==> src/rtl/bridge_pkg.sv <==
// Shared constants and helpers for the UART bridge tx/rx paths.
package bridge_pkg;
  localparam logic [7:0] PREAMBLE = 8'h4D;
  localparam logic [7:0] CR       = 8'h0D;
  localparam logic [7:0] LF       = 8'h0A;

  typedef enum logic {IDLE, SEND} tx_state_e;

  // 0-9 -> '0'-'9', 10-15 -> 'A'-'F'
  function automatic logic [7:0] to_ascii_hex(input logic [3:0] nib);
    return (nib < 4'd10) ? (8'h30 + {4'h0, nib}) : (8'h37 + {4'h0, nib});
  endfunction
endpackage

==> src/rtl/sync_fifo.sv <==
// Single-clock FIFO with occupancy count; a push while full is only taken
// when a pop frees a slot on the same edge.
module sync_fifo #(
  parameter int WIDTH = 16,
  parameter int DEPTH = 4
) (
  input  logic                     clk,
  input  logic                     rst,
  input  logic                     push,
  input  logic                     pop,
  input  logic [WIDTH-1:0]         wdata,
  output logic [WIDTH-1:0]         rdata,
  output logic                     full,
  output logic                     empty,
  output logic                     drop,
  output logic [$clog2(DEPTH):0]   count
);
  localparam int AW = $clog2(DEPTH);
  localparam int CW = AW + 1;

  logic [WIDTH-1:0] mem [DEPTH];
  logic [AW-1:0]    wr_ptr, rd_ptr;
  logic             push_ok, pop_ok;

  assign full    = (count == CW'(DEPTH));
  assign empty   = (count == '0);
  assign pop_ok  = pop && !empty;
  assign push_ok = push && (!full || pop_ok);
  assign drop    = push && !push_ok;
  assign rdata   = mem[rd_ptr];

  always_ff @(posedge clk) begin
    if (rst) begin
      wr_ptr <= '0;
      rd_ptr <= '0;
      count  <= '0;
    end else begin
      if (push_ok) wr_ptr <= wr_ptr + 1'b1;
      if (pop_ok)  rd_ptr <= rd_ptr + 1'b1;
      count <= count + CW'(push_ok) - CW'(pop_ok);
    end
  end

  always_ff @(posedge clk) begin
    if (push_ok) mem[wr_ptr] <= wdata;
  end
endmodule

==> src/rtl/bridge_tx_buffered.sv <==
// Buffers bus read responses and serialises each as 'M' + hex digits + [CR] LF
// toward the UART tx byte engine.
module bridge_tx_buffered
  import bridge_pkg::*;
#(
  parameter int DATA_WIDTH = 16,
  parameter int FIFO_DEPTH = 4,
  parameter bit APPEND_CR  = 1'b1
) (
  input  logic                          clk,
  input  logic                          rst,
  input  logic [DATA_WIDTH-1:0]         data_i,
  input  logic                          rw_i,
  input  logic                          valid_i,
  output logic [7:0]                    data_o,
  output logic                          start_o,
  input  logic                          done_i,
  output logic                          overflow_o,
  output logic [$clog2(FIFO_DEPTH):0]   count_o
);
  localparam int N  = DATA_WIDTH / 4;
  localparam int L  = 1 + N + (APPEND_CR ? 2 : 1);
  localparam int IW = $clog2(L);
  localparam int CW = $clog2(FIFO_DEPTH) + 1;

  tx_state_e             state, state_n;
  logic [IW-1:0]         idx;
  logic [DATA_WIDTH-1:0] head;
  logic                  push, pop, last, drop;
  logic                  full, empty;

  assign push    = valid_i && !rw_i;
  assign last    = (idx == IW'(L - 1));
  assign pop     = (state == SEND) && done_i && last;
  assign start_o = (state == SEND);

  sync_fifo #(.WIDTH(DATA_WIDTH), .DEPTH(FIFO_DEPTH)) u_fifo (
    .clk   (clk),
    .rst   (rst),
    .push  (push),
    .pop   (pop),
    .wdata (data_i),
    .rdata (head),
    .full  (full),
    .empty (empty),
    .drop  (drop),
    .count (count_o)
  );

  always_ff @(posedge clk) begin
    if (rst) begin
      state      <= IDLE;
      idx        <= '0;
      overflow_o <= 1'b0;
    end else begin
      state <= state_n;
      if (state == SEND && done_i) idx <= last ? '0 : idx + 1'b1;
      if (drop) overflow_o <= 1'b1;
    end
  end

  // Back-to-back frames: stay in SEND if anything remains after this pop.
  always_comb begin
    state_n = state;
    case (state)
      IDLE: if (!empty) state_n = SEND;
      SEND: if (pop && !(count_o > CW'(1) || push)) state_n = IDLE;
      default: state_n = IDLE;
    endcase
  end

  always_comb begin
    int                    k;
    logic [DATA_WIDTH-1:0] sh;
    k      = int'(idx);
    sh     = '0;
    data_o = PREAMBLE;
    if (k == 0) begin
      data_o = PREAMBLE;
    end else if (k <= N) begin
      sh     = head >> (4 * (N - k));
      data_o = to_ascii_hex(sh[3:0]);
    end else if (APPEND_CR && k == N + 1) begin
      data_o = CR;
    end else begin
      data_o = LF;
    end
  end
endmodule

==> config.mk <==
export PLATFORM = sky130hd
export DESIGN_NAME = bridge_tx_buffered
export DESIGN_NICKNAME = d
export VERILOG_FILES = /design/src/rtl/bridge_pkg.sv /design/src/rtl/sync_fifo.sv /design/src/rtl/bridge_tx_buffered.sv
export SDC_FILE = /design/constraint.sdc
export NUM_CORES = 1
export LEC_CHECK = 0
export ABC_AREA = 1
export CORE_AREA = 2 2 66 130
export DETAILED_ROUTE_END_ITERATION = 6
export DIE_AREA = 0 0 68 132
export GPL_ROUTABILITY_DRIVEN = 0
export HOLD_SLACK_MARGIN = 0.02
export PLACE_DENSITY = 0.68
export SYNTH_ARGS = -nofsm -noshare
export SYNTH_HDL_FRONTEND = slang
export SYNTH_SLANG_ARGS = --single-unit
==> constraint.sdc <==
create_clock -name clk -period 2.53 [get_ports clk]
set_clock_uncertainty 0.2 [all_clocks]
set_input_delay 0.253 -clock clk [delete_from_list [all_inputs] [get_ports clk]]
set_output_delay 0.253 -clock clk [all_outputs]
set_load 0.02 [all_outputs]
# Word level (Yosys, flattened, before mapping)
# Memories as Yosys holds them, arrays and structs flattened. A register that Yosys moved wholly into a read port is not among the register bits.
# Index checks and enable logic that the tools add are counted.
dict set report classes {
  n_addsub 8
  magnitude_cmp 3
  eq_ne 3
  n_shift 1
  n_mux 12
  n_bitwise 1
  reduce_logical 16
}
# op count
set op_table {}
lappend op_table {{16-bit by 32-bit >> shifter with 4-bit output} 1}
lappend op_table {{7-bit 2-to-1 mux} 3}
lappend op_table {{6-bit by 4-bit adder with 7-bit output, first input constant} 2}
lappend op_table {{3-bit == test, second input constant} 3}
lappend op_table {{1-bit logical AND} 7}
lappend op_table {{3-bit zero test} 2}
lappend op_table {{3-bit 2-to-1 mux} 2}
lappend op_table {{1-bit zero test} 5}
lappend op_table {{2-bit by 1-bit adder with 2-bit output, second input constant} 2}
lappend op_table {{4-bit less-than comparator, second input constant} 1}
lappend op_table {{1-bit 2-to-1 mux} 4}
lappend op_table {{2-bit 2-to-1 mux} 2}
lappend op_table {{3-bit by 3-bit subtractor with 4-bit output, first input constant} 1}
lappend op_table {{3-bit by 1-bit adder with 3-bit output} 1}
lappend op_table {{3-bit by 1-bit adder with 3-bit output, second input constant} 1}
lappend op_table {{3-bit by 1-bit greater-than comparator with 1-bit output, second input constant} 1}
lappend op_table {{3-bit less-or-equal comparator, second input constant} 1}
lappend op_table {{3-bit by 1-bit subtractor with 3-bit output} 1}
lappend op_table {{1-bit logical OR} 2}
lappend op_table {{1-bit one-hot mux with 2 select lines} 1}
lappend op_table {{1-bit NOT} 1}
dict set report totals {
  ff_bits 12
  ramBits 64
  in_bits 21
  output_inout_bits 13
  wordCells 51
  memories 1
}
# name depth word_bits read_ports rd_ports_with_merged_regs wr line
set mem_list {}
lappend mem_list {u_fifo.mem 4 16 1 1 1 sync_fifo.sv:21} ;# logic [WIDTH-1:0] mem [DEPTH];

# Longest topological paths before layout
# Gate-level depths: netlist of the first run.
dict set report logic_depth {
  word_depth 7
  ltp_mapped 14
  depth_no_buf 13
}

# Modules after synthesis
# A second synthesis of the first run with hierarchy kept.
dict set report hier_totals {
  hier_cells 362
  area_unflattened_um2 3739.8
}
# mod n_inst cells_each area_per_inst_um2
set modules_own_cells {}
lappend modules_own_cells {sync_fifo 1 225 2961.6}
lappend modules_own_cells {bridge_tx_buffered 1 137 778.2}

# Least setup slack after synthesis of the first run
# Ideal clock, no wire load.
dict set report synth_path {
  path_type {flip-flop to flip-flop}
  startpoint {reg idx[0]}
  endpoint {mem u_fifo.mem[0][0] (enable)}
  setup_ns 0.389
  t_arrival_ns 1.870
  t_required_ns 1.941
  setup_slack_ns 0.071
  path_stages_with_launch 8
  n_path_buf 1
  path_cell_list {dfxtp_1 buf_2 inv_2 ha_1 nand4_1 nand4_1 nand2_1 nor2_1}
}
dict set report synth_via {
  elab_chain_cells 7
}
# item line
set synth_lines {}
lappend synth_lines {{start, declared} bridge_tx_buffered.sv:27} ;# logic [IW-1:0] idx;
lappend synth_lines {{start signal, assigned} bridge_tx_buffered.sv:57} ;# if (state == SEND && done_i) idx <= last ? '0 : idx + 1'b1;
lappend synth_lines {{3-bit == test} bridge_tx_buffered.sv:33} ;# assign last = (idx == IW'(L - 1));
lappend synth_lines {{1-bit logical AND} bridge_tx_buffered.sv:34} ;# assign pop = (state == SEND) && done_i && last;
lappend synth_lines {{1-bit logical AND} sync_fifo.sv:27} ;# assign pop_ok = pop && !empty;
lappend synth_lines {{1-bit logical OR} sync_fifo.sv:28} ;# assign push_ok = push && (!full || pop_ok);
lappend synth_lines {{1-bit logical AND} sync_fifo.sv:28}
lappend synth_lines {{1-bit 2-to-1 mux} sync_fifo.sv:45} ;# if (push_ok) mem[wr_ptr] <= wdata;
lappend synth_lines {{1-bit 2-to-1 mux (not written as such)} sync_fifo.sv:45}
lappend synth_lines {{end, declared} sync_fifo.sv:21}
# Every way passes these cells.

# Final worst setup path of the first run
dict set report layout_path {
  startpoint {reg idx[1]}
  endpoint {out data_o[1]}
}
dict set report layout_via {
  elab_chain_cells 6
}
# item line
set layout_lines {}
lappend layout_lines {{3-bit by 3-bit subtractor with 4-bit output} bridge_tx_buffered.sv:81} ;# sh = head >> (4 * (N - k));
lappend layout_lines {{16-bit by 32-bit >> shifter with 4-bit output} bridge_tx_buffered.sv:81}
lappend layout_lines {{6-bit by 4-bit adder with 7-bit output or 4-bit less-than comparator (tied branches)} bridge_pkg.sv:11} ;# return (nib < 4'd10) ? (8'h30 + {4'h0, nib}) : (8'h37 + {4'h0, nib});
lappend layout_lines {{7-bit 2-to-1 mux} bridge_pkg.sv:11}
lappend layout_lines {{7-bit 2-to-1 mux} bridge_tx_buffered.sv:80} ;# end else if (k <= N) begin
lappend layout_lines {{7-bit 2-to-1 mux *} bridge_tx_buffered.sv:78} ;# if (k == 0) begin
lappend layout_lines {{end, declared} bridge_tx_buffered.sv:15} ;# output logic [7:0] data_o,
# Mark *: on every way between the ends. The rest lies on a longest branch, timed or not.

==> results_dict.tcl, run 1 <==
set metrics [dict create \
    status "completed" \
    clk_pin_slew_worst_paths_ns 0.06 \
    crit_path_cell_trace "inv_1 -> ha_2 -> ha_1 -> inv_1 -> nor2_4 -> buf_6 -> nand2_1 -> inv_1 -> nand2_1 -> nand2_1 -> nor2_2 -> nor2_1 -> buf_4" \
    pin_count_of_the_biggest_net_entering_global_routing 29 \
    critical_path.slowest_cell "dfxtp_2" \
    asyncSetResetFlopFracSynth_pct 0 \
    ys_ff_latch 78 \
    total_power_mw 3.19 \
    n_antenna_cell 0 \
    max_cap_violations 0 \
    synth.yosys.warnings 0 \
    fmax_mhz 403 \
    port-buffer-count 32 \
    drive_gt1_share_pct 21.0 \
    total_leakage_power_nw 1.99 \
    grt_pass1_vias 2642 \
    ir_worst_vdd_uv 466 \
    antenna_found_initial 0 \
    die_width_um 68 \
    ctsHtreeMaxLevel 3 \
    syn_area_mm2 0.00363 \
    endpoint_kind "primary output" \
    io-pin-count 34 \
    syn-instance-count 371 \
    synth.cells.most_frequent "97 x nand2_1, 64 x edfxtp_1, 59 x inv_1" \
    drt_first_pass_iters 6 \
    dr.first_iter.drc_count 181 \
    area.growth.synth_to_final_pct 29.0 \
    synth_area_leader_cell "edfxtp_1" \
    final_worst_path_period_need_ns 2.48 \
    cts-buffers-inserted 9 \
    worst_setup_path_endpoint "data_o[1]" \
    layout_worst_path_cycle_share_pct 98.1 \
    leading_cell_type_by_number_of_instances_after_synthesis "nand2_1" \
    placementRows 46 \
    die-area_mm2 0.00898 \
    nNetsFinal 465 \
    critPathBufInv 5 \
    cp_slowest_stage_delay_ns 0.32 \
    cts_tree "yes" \
    clk_path_buf_depth 2 \
    yosysTopAreaCellShare_pct 52.9 \
    setup_viol 0 \
    grt_remaining_overflow 0 \
    post_drt_via_cell_ratio 5.03 \
    routed-via-count 2664 \
    setup_total_negative_slack_ns 0 \
    syn-mean-instance-area_um2 9.79 \
    critical_path_class "reg2out" \
    hold_viol_final 0 \
    worstPathMaxFanout 5 \
    grt_pass1_wl_mm 12.2 \
    hpwl_reported_at_the_end_of_detailed_placement_mm 5.46 \
    worst_setup_path_startpoint "idx[1]" \
    most_frequently_used_flop_master_after_synthesis "edfxtp_1" \
    final_area_mm2 0.00469 \
    r2r.worst_path.cells 13 \
    die_y_um 132 \
    reg2reg_slack_ns 0.13 \
    cp_data_arrival_time_ns 2.03 \
    synth_nets 406 \
    hold_class "reg2reg" \
    synth.area.top_cells "edfxtp_1 53%, nand2_1 10%, dfxtp_1 7.7%" \
    synth_sequential_area_ratio_pct 60.6 \
    cp.depth 13 \
    placedCellCount 511 \
    synth-edff-count 64 \
    drt.antenna.violating_nets 0 \
    worst_setup_path_start_kind "register" \
    initial_util_pct 45.7 \
    globalRouteTotalUtil_pct 19.0 \
    clock_latency_ns 0.33 \
    rr_startpoint "idx[0]" \
    core_area_mm2 0.00794 \
    timing.rr.end "u_fifo.count[1]" \
    cts-hold-fix-buffers 0 \
    path_delay_family "buffers and inverters" \
    route.detailed.wl_per_inst_um 14.7 \
    cts_sinks 78 \
    drt-total-wl_mm 7.77 \
    ys_types 30 \
    place_area_mm2 0.00420 \
    power.density_mw_per_mm2 681 \
    critical_path_required_ns 2.08 \
    slew_viols_final 0 \
    setup_repair_after_global_routing_missed_its_margin "true" \
    finalCoreUtilization_pct 59.0 \
    post-route-drc-count 0 \
    finish.cell_count_without_fillers 530 \
    ctsRootBufferMaster "clkbuf_16" \
]
where the power goes:
part	switching (mW)	internal, mW	leakage, nW	total [mW]
registers	0.0177	1.43	0.696	1.45
clock network	0.477	0.755	0.141	1.23
logic	0.295	0.213	1.15	0.508
total	0.790	2.40	1.99	3.19
layout make-up:
cell class | instances | area, µm²
Clock buffer | 9 | 225
Clock inverter | 6 | 61.3
Fill cell | 657 | 3250
Inverter | 61 | 241
Multi-Input combinational cell | 220 | 1240
Sequential cell | 78 | 2210
Tap cell | 96 | 120
Timing Repair Buffer | 60 | 594
worst min-delay path by stage:
stage / start / to / slack, ns / cells past startpoint
6_report: u_fifo.wr_ptr[0] / u_fifo.wr_ptr[0] / 0.31 / 2
5_1_grt: overflow_o / overflow_o / 0.33 / 1
4_1_cts: overflow_o / overflow_o / 0.32 / 1
3_5_place_dp: overflow_o / overflow_o / 0.30 / 1
3_3_place_gp: overflow_o / overflow_o / 0.27 / 1
2_1_floorplan: data_i[0] / u_fifo.mem[0][0] / 0.15 / 0
metal layers:
| metal | up-vias | share of wire, % | GRT usage (%) |
|---|---|---|---|
| met5 | - | 0 | 0 |
| met4 | 0 | 4.2 | 11.0 |
| met3 | 21 | 3.2 | 4.70 |
| met2 | 50 | 57 | 33.9 |
| met1 | 1278 | 35 | 18.5 |
| li1 | 1315 | - | - |
worst reg2reg max path, stage by stage, from the launching register on:
cell	delay [ns]
dfxtp_2	0.33
inv_2	0.04
buf_4	0.17
ha_1	0.20
nand4_1	0.09
inv_1	0.06
nand2_1	0.06
inv_1	0.06
ha_1	0.27
inv_1	0.04
ha_1	0.19
fa_2	0.52
inv_1	0.04
nor2_1	0.07
state kept, by name, summed over array words and instances (netlist names), named ones only:
name	count
u_fifo.mem	64
idx	3
u_fifo.count	3
start_o	1
overflow_o	1
u_fifo.wr_ptr	2
u_fifo.rd_ptr	2
repair_timing:
item | in CTS | in global routing
setup buffers | 0 | 3
gates resized for setup | 35 | 53
pin swaps | 1 | 16
setup endpoints to repair | 7 | 9
cloned | 0 | 1
cell families after synthesis:
family / synth area share [%]
compound gates: 3.31
xor+xnor: 0.482
fa+ha+maj: 5.03
buf+inv: 9.06
flops: 60.6
other cells: 0.103
simple gates: 21.4
stage by stage:
stage | hold slack, ns | setup WS, ns
floorplan | 0.152 | 0.0710
global placement | 0.268 | -0.0627
detailed placement | 0.305 | -0.0766
CTS | 0.319 | -0.000167
global route | 0.329 | -0.0491
finish | 0.313 | 0.0492
layout by cell type, fill, tap and decap left out, drive strengths merged, types with 5 or more instances in the layout:
master         instances
buf                   34
clkbuf                10
clkdlybuf4s50         25
dfxtp                 14
edfxtp                64
ha                    13
inv                   62
nand2                 99
nand3                 41
nor2                  30
nor3                   5
nor3b                  5
o21ai                 12
No activity file was read; power rests on OpenSTA's default activity.
==> run 2, diff against run 1 <==
--- a/config.mk
+++ b/config.mk
@@ -12,6 +12,7 @@
 export GPL_ROUTABILITY_DRIVEN = 0
 export HOLD_SLACK_MARGIN = 0.02
 export PLACE_DENSITY = 0.68
+export RECOVER_POWER = 25
 export SYNTH_ARGS = -nofsm -noshare
 export SYNTH_HDL_FRONTEND = slang
 export SYNTH_SLANG_ARGS = --single-unit
==> run 2 against run 1 <==
  * Cell count did not move
  * Non-clock buffer count did not move
  * Routed wire length barely moved
  * Register-to-register slack barely moved
  * Combinational power barely moved
  * Utilization did not move
  * Sequential cell count did not move
  * Global-route usage did not move
  * Critical path depth did not move
  * Critical path type unchanged
  * Largest cell class unchanged
==> results_dict.tcl, run 2 (synthesized netlist as in run 1, its figures left out) <==
set metrics [dict create \
    status "completed" \
    slew_viols_final 0 \
    routed-via-count 2664 \
    holdPathStages 2 \
    power_frac_comb_pct 15.8 \
    cell_internal_pwr_mw 2.40 \
    pwr-share-clk_pct 38.6 \
    setup_viol 0 \
    final_common_cell "nand2_1" \
    hpwl_reported_at_the_end_of_detailed_placement_mm 5.46 \
    largest_register_ffs 64 \
    grt_pass1_wl_mm 12.2 \
    drive_gt1_share_pct 21.0 \
    rr_startpoint "idx[0]" \
    total_power_mw 3.19 \
    power.density_mw_per_mm2 680 \
    grt_pass1_vias 2642 \
    layout_worst_path_cycle_share_pct 98.1 \
    worst_setup_path_startpoint "idx[1]" \
    die-area_mm2 0.00898 \
    die_y_um 132 \
    p_switching_mw 0.790 \
    worst_setup_path_start_kind "register" \
    max_cap_violations 0 \
    final_area_mm2 0.00469 \
    final_cell_mix "90 x nand2_1, 64 x edfxtp_1, 58 x inv_1" \
    ctsRootBufferMaster "clkbuf_16" \
    die_width_um 68 \
    clk_pin_slew_worst_paths_ns 0.06 \
    drt_first_pass_iters 6 \
    cts-buffers-inserted 9 \
    holdCritStartpoint "u_fifo.wr_ptr[0]" \
    cp_data_arrival_time_ns 2.03 \
    globalRouteTotalUtil_pct 19.0 \
    clk_path_buf_depth 2 \
    drt-total-wl_mm 7.77 \
    placementRows 46 \
    power_frac_seq_pct 45.5 \
    clock_latency_ns 0.33 \
    setup_repair_after_global_routing_missed_its_margin "true" \
    dr.first_iter.drc_count 181 \
    largest_register_by_flop_count "u_fifo.mem" \
    n_antenna_cell 0 \
    io-pin-count 34 \
    cts_tree "yes" \
    place_area_mm2 0.00420 \
    ir_worst_vdd_uv 466 \
    post_drt_via_cell_ratio 5.03 \
    total_leakage_power_nw 1.99 \
    route.detailed.wl_per_inst_um 14.7 \
    drt.antenna.violating_nets 0 \
    cts_sinks 78 \
    reg2reg_slack_ns 0.13 \
    dpl_worst_slack_ns -0.0766 \
    critical_path_required_ns 2.08 \
    final_worst_path_period_need_ns 2.48 \
    area.growth.synth_to_final_pct 29.0 \
    r2r.worst_path.cells 13 \
    cts-hold-fix-buffers 0 \
    setup_ws_ns 0.0492 \
    ctsHtreeMaxLevel 3 \
    core_area_mm2 0.00794 \
    initial_util_pct 45.7 \
    fmax_mhz 403 \
    hold_class "reg2reg" \
    fin_worst_hold_slack_ns 0.313 \
    critical_path_class "reg2out" \
    post-route-drc-count 0 \
    nNetsFinal 465 \
    port-buffer-count 32 \
    power_switching_share_pct 24.8 \
    antenna_found_initial 0 \
    pin_count_of_the_biggest_net_entering_global_routing 29 \
    setup_total_negative_slack_ns 0 \
    hold_viol_final 0 \
    reg.largest.list "u_fifo.mem x64, idx x3, u_fifo.count x3" \
    grt_remaining_overflow 0 \
    worstPathMaxFanout 5 \
    endpoint_kind "primary output" \
]
## run 2: critical path: stages (launching register included)
cell and delay [ns]:
dfxtp_2 0.32, inv_1 0.05, ha_2 0.18, ha_1 0.29, inv_1 0.09, nor2_4 0.05, buf_6 0.14, nand2_1 0.09
inv_1 0.04, nand2_1 0.06, nand2_1 0.06, nor2_2 0.12, nor2_1 0.06, buf_4 0.15
## run 2: per-layer routing
layer	part of all wire [%]	routed length (µm)	GRT usage [%]	vias to the layer above
li1	-	-	-	1315
met1	35	2750	18.5	1278
met2	57	4450	33.9	50
met3	3.1	244	4.70	21
met4	4.2	327	11.0	0
met5	0	0	0	-
## run 2: power by group through the flow
stage	Clock (mW)	Sequential [mW]	Combinational [mW]
final	1.23	1.45	0.505
after global routing	1.30	1.46	0.554
after CTS	1.26	1.45	0.445
after detailed placement	0	1.48	0.453
after floorplan	0	1.49	0.242
after global placement	0	1.48	0.445
## run 2: final timing paths
path,to
worst max-delay path,data_o[1]
worst min-delay path,u_fifo.wr_ptr[0]
worst max register to register,u_fifo.count[1]
worst min register to register,u_fifo.wr_ptr[0]
## run 2: area by class of cell
class | count | area (µm²)
Clock buffer | 9 | 225
Clock inverter | 6 | 61.3
Fill cell | 657 | 3250
Inverter | 61 | 241
Multi-Input combinational cell | 220 | 1240
Sequential cell | 78 | 2210
Tap cell | 96 | 120
Timing Repair Buffer | 60 | 594
## run 2: what timing repair did
item,in CTS,in global routing
pin swaps,1,16
buffers inserted,0,3
endpoints found under the setup margin,7,9
resized for setup,35,53
cloned,0,1
## run 2: metrics by stage
stage | util (%) | std cells
2_1_floorplan | - | 371
3_3_place_gp | 52.8 | 511
3_5_place_dp | 52.8 | 511
4_1_cts | 56.3 | 526
5_1_grt | 59.0 | 530
6_report | 59.0 | 530
